===== src/rtl/ds_cic_decimator.sv =====
// Third-order CIC decimator turning the 4-bit delta-sigma stream back into PCM.
// Optional rail-clip indicator enabled by defining DS_DECIM_CLIP_FLAG_EN.
module ds_cic_decimator #(
  parameter int LOG2_R = 4,
  parameter int IN_W   = 4,
  parameter int OUT_W  = 14
) (
  input  logic             clk,
  input  logic             reset,
  input  logic [IN_W-1:0]  data_in,
  input  logic             in_valid,
`ifdef DS_DECIM_CLIP_FLAG_EN
  input  logic             clip_clear,
  output logic             clip_flag,
`endif
  output logic [OUT_W-1:0] data_out,
  output logic             out_valid
);

  localparam int ACC_W = IN_W + 3 * LOG2_R;
  localparam int NUM_STAGES = 3;

  logic signed [ACC_W-1:0] in_ext;
  logic signed [ACC_W-1:0] tap;
  logic signed [ACC_W-1:0] integ [NUM_STAGES];
  logic signed [ACC_W-1:0] comb  [NUM_STAGES];
  logic [LOG2_R-1:0]       phase;
  logic                    strobe;
  logic                    last_phase;

  assign in_ext     = {{(ACC_W-IN_W){data_in[IN_W-1]}}, data_in};
  assign last_phase = &phase;

  // Each stage owns one integrator and one comb delay; wrap-around is intended.
  genvar gi;
  generate
    for (gi = 0; gi < NUM_STAGES; gi++) begin : g_stage
      logic signed [ACC_W-1:0] integ_in;
      logic signed [ACC_W-1:0] comb_in;
      logic signed [ACC_W-1:0] integ_q;
      logic signed [ACC_W-1:0] dly_q;

      if (gi == 0) begin : g_first
        assign integ_in = in_ext;
        assign comb_in  = tap;
      end else begin : g_rest
        assign integ_in = integ[gi-1];
        assign comb_in  = comb[gi-1];
      end

      assign integ[gi] = integ_q;
      assign comb[gi]  = comb_in - dly_q;

      always_ff @(posedge clk) begin
        if (!reset) begin
          integ_q <= '0;
          dly_q   <= '0;
        end else begin
          if (in_valid) integ_q <= integ_q + integ_in;
          if (strobe)   dly_q   <= comb_in;
        end
      end
    end
  endgenerate

  always_ff @(posedge clk) begin
    if (!reset) begin
      tap       <= '0;
      phase     <= '0;
      strobe    <= 1'b0;
      data_out  <= '0;
      out_valid <= 1'b0;
    end else begin
      strobe    <= in_valid && last_phase;
      out_valid <= strobe;
      if (in_valid) begin
        phase <= phase + 1'b1;
        if (last_phase) tap <= integ[NUM_STAGES-1];
      end
      // Keep the top OUT_W bits of the last comb (arithmetic truncation).
      if (strobe) data_out <= OUT_W'(comb[NUM_STAGES-1] >>> (ACC_W - OUT_W));
    end
  end

`ifdef DS_DECIM_CLIP_FLAG_EN
  localparam logic [IN_W-1:0] MIN_CODE = {1'b1, {(IN_W-1){1'b0}}};
  localparam logic [IN_W-1:0] MAX_CODE = {1'b0, {(IN_W-1){1'b1}}};

  always_ff @(posedge clk) begin
    if (!reset) begin
      clip_flag <= 1'b0;
    end else if (in_valid && (data_in == MIN_CODE || data_in == MAX_CODE)) begin
      clip_flag <= 1'b1;
    end else if (clip_clear) begin
      clip_flag <= 1'b0;
    end
  end
`endif

endmodule


===== config.mk =====
export PLATFORM = sky130hd
export DESIGN_NAME = ds_cic_decimator
export DESIGN_NICKNAME = d
export VERILOG_FILES = /design/src/rtl/ds_cic_decimator.sv
export SDC_FILE = /design/constraint.sdc
export NUM_CORES = 1
export LEC_CHECK = 0
export ABC_AREA = 1
export CORE_ASPECT_RATIO = 1.1
export CORE_MARGIN = 8
export CORE_UTILIZATION = 40
export CTS_CLUSTER_SIZE = 24
export DETAILED_ROUTE_END_ITERATION = 8
export GPL_ROUTABILITY_DRIVEN = 0
export PLACE_DENSITY = 0.68
export SLEW_MARGIN = 20
export SYNTH_ARGS = -nofsm -noshare
export SYNTH_HDL_FRONTEND = slang
export SYNTH_SLANG_ARGS = --single-unit

===== constraint.sdc =====
create_clock -name clk -period 5.3 [get_ports clk]
set_input_delay 1.06 -clock clk [delete_from_list [all_inputs] [get_ports clk]]
set_output_delay 1.06 -clock clk [all_outputs]
set_load 0.01 [all_outputs]

==> reports/results.ini <==
[cts]
cts_tree=yes
hold_buffers=0
numClockSinks=132
clk_pin_slew_worst_paths_ns=0.06
cts_buffers=17
clkLatencyLatePin_ns=0.42
cts_resized=0
root_buffer=clkbuf_16
cts_buffer_depth=2
cts-htree-levels=4
postCtsSetupBuffers=0

[critical_path]
path_class=reg -> reg
startpoint_type=flip-flop
required_ns=5.61
cpMaxStageDelayCell=fa_1
path_buf_inv=4
cp_slowest_stage_delay_ns=0.42
cpLargestDelayFamily=adder cells
crit_arrival_ns=4.44
end_kind=flip-flop
crit_fanout=4

[drt]
detail-route-antenna-nets=0
wl_per_cell_um=12.05
wirelength_um=19030
drc=0
drt-pass1-iter-count=4
avgViaCountPerCell=4.916
drt_iter0_markers=357
num_vias=7767

[global_routing]
antenna_found_initial=0
first_global_vias=7486
overflow=0
grt_pass1_wl_um=33130
grt_max_degree=71
grtUsageTotal=0.1442

[cells_and_area]
antennaDiodeCount=0
layout-drive-gt1-share=0.06615
syn_to_final_growth_pct=12.01
nNetsFinal=1374
final_cell_area_um2=10000

[synthesis]
post_synth_and_or_nand_nor_area_fraction=0.1789
avgSynthCellArea_um2=7.054
netlist_instances=1266
synth-seq-cells=132
synth_compound_area_frac=0.2207
synth_mux_area_frac=0
syn_area_um2=8930
synth_top_cells_by_area=dfxtp_1 (30%), ha_1 (13%), inv_1 (8.4%)
synthesis.nets=1368
synthAdderAreaFrac=0.1373
synth_seq_area_share=0.2959
synth_top_area_share=0.2959
synthXorXnorAreaFrac=0.06277
synth_area_leader_cell=dfxtp_1
synth_cell_types=43
synth_enable_flop_cells=0
yosysWarningCount=0
ys.flop_type=dfxtp_1
async_flop_share=0
synth_top_family_by_area=compound AO/OA/AOI/OAI gates

[sta]
finalHoldViolCount=0
finalCritPeriodShare=0.7782
fin_worst_skew_ns=0.008150
tns_ns=0
finalMaxSlewViolations=0
post-route-min-period_ns=4.125
rsz0062_at_grt=false
timing.fmax_mhz=242.5
relSlewSlack=0.5309
setup_violations=0
tightest_slew_ns=0.7036

[run]
maxCapViolCount=0

[die]
dieWidth_um=158.5
rows=57
start_util=0.4052
die_area_um2=27370
io_pins=22
core_area_um2=22040
dieHeight_um=172.7

[placed_design]
post_dp_cell_area_um2=9378
io_buffers=21
dp_hpwl_um=13820

[power]
p_leak_uw=0.005063
power.density_nw_per_um2=271.2
worst_ir_drop_vdd_mv=0.2082

[worst_hold_path]
min_path_type=reg -> reg

[run_status]
status=completed

## path summary, 6_finish.rpt
kind | startpoint | slack, ns | to | cells after the start
max | g_stage[0].comb_in[0] | 1.18 | data_out[13] | 26
min | phase[3] | 0.45 | strobe | 2
max reg2reg | g_stage[0].comb_in[0] | 1.18 | data_out[13] | 26
min reg2reg | phase[3] | 0.45 | strobe | 2
## layout make-up
type	instances	area, um^2
sequential	132	2643
tap	295	369.1
clock inverter	13	171.4
multi-input combinational	890	5355
clock buffer	19	452.9
inverter	204	765.7
fill	2216	12040
timing repair buffer	27	245.2
## through the flow
stage | hold slack [ns] | util | setup slack [ns] | power [uW] | std cells
3_3_place_gp | 0.4405 | 0.4255 | 1.236 | 1485 | 1548
5_1_grt | 0.4795 | 0.4539 | 0.7380 | 2850 | 1580
2_1_floorplan | 0.4250 | - | 1.556 | 1411 | 1266
3_5_place_dp | 0.4439 | 0.4255 | 1.175 | 1497 | 1548
4_1_cts | 0.4525 | 0.4539 | 1.157 | 2741 | 1580
6_report | 0.4477 | 0.4539 | 1.175 | 2712 | 1580
## state kept, by name, summed over array words and instances, names as in the netlist
name / count
phase: 4
g_stage.comb_in: 16
g_stage.dly_q: 48
out_valid: 1
strobe: 1
g_stage.integ_q: 48
data_out: 14
## power by group
group / switching, uW / total, uW / leakage (uW) / internal [uW]
Clock: 463 / 1230 / 0.000295 / 772
Combinational: 249 / 405 / 0.00369 / 156
Sequential: 38.1 / 1070 / 0.00107 / 1030
Total: 750 / 2710 / 0.00506 / 1960
## routing by layer
| layer | GRT usage | routed length, um |
|---|---|---|
| met5 | 0 | 0 |
| met4 | 0.03895 | 179 |
| met3 | 0.02718 | 410 |
| met2 | 0.2663 | 9832 |
| met1 | 0.1637 | 8610 |
## cell usage after synthesis, types with 8 or more instances
master and n:
nand2_2 8, a21o_1 8, o211ai_1 12, inv_1 199, clkbuf_1 33, ha_1 90
xnor2_1 24, o21ai_1 21, nand3_1 43, a211oi_1 8, a21oi_2 13, nor3_1 8
a21oi_1 136, o21ai_0 125, nand2_1 150, xor2_1 40, nor2_1 151, dfxtp_1 132
o21ai_2 8
## cells by family (layout without fill, tap and decap cells)
family	count (synthesis)	in the layout
simple gates	380	380
compound gates	351	351
buf+inv	244	263
flops	132	132
fa+ha+maj	95	95
xor+xnor	64	64
## placed cells by master, fill, tap and decap left out, types with 3 or more instances in the layout
| master | n |
|---|---|
| inv_1 | 199 |
| nor2_1 | 151 |
| nand2_1 | 150 |
| a21oi_1 | 136 |
| dfxtp_1 | 132 |
| o21ai_0 | 125 |
| ha_1 | 90 |
| nand3_1 | 43 |
| xor2_1 | 40 |
| xnor2_1 | 24 |
| o21ai_1 | 21 |
| clkdlybuf4s50_1 | 19 |
| clkbuf_16 | 17 |
| a21oi_2 | 13 |
| o211ai_1 | 12 |
| nand2_2 | 8 |
| o21ai_2 | 8 |
| nor3_1 | 8 |
| a211oi_1 | 8 |
| a21o_1 | 8 |
| buf_4 | 6 |
| inv_2 | 5 |
| nand4_1 | 5 |
| o221ai_1 | 5 |
| nand3_2 | 5 |
| fa_1 | 5 |
| clkinvlp_4 | 4 |
| o21bai_1 | 3 |
| o31ai_1 | 3 |
| bufinv_16 | 3 |
| inv_6 | 3 |
## worst reg2reg max path, cell delays in order, from the launching register on
cell and delay (ns):
dfxtp_1 0.30, inv_1 0.06, ha_1 0.22, fa_1 0.43
o21ai_2 0.25, nand2_1 0.08, nand2_1 0.06, a21oi_1 0.06
xnor2_1 0.20, ha_1 0.31, inv_1 0.10, o21bai_1 0.07
nor2_1 0.10, nand2_1 0.12, a21oi_1 0.23, o21bai_1 0.10
xor2_1 0.16, ha_1 0.34, inv_1 0.08, nor3_1 0.20
o21ai_0 0.11, o311ai_0 0.10, a21oi_1 0.09, nand3_1 0.10
nand3_1 0.08, nand2_1 0.07, inv_1 0.03
Power figures use the tool's default switching activity.
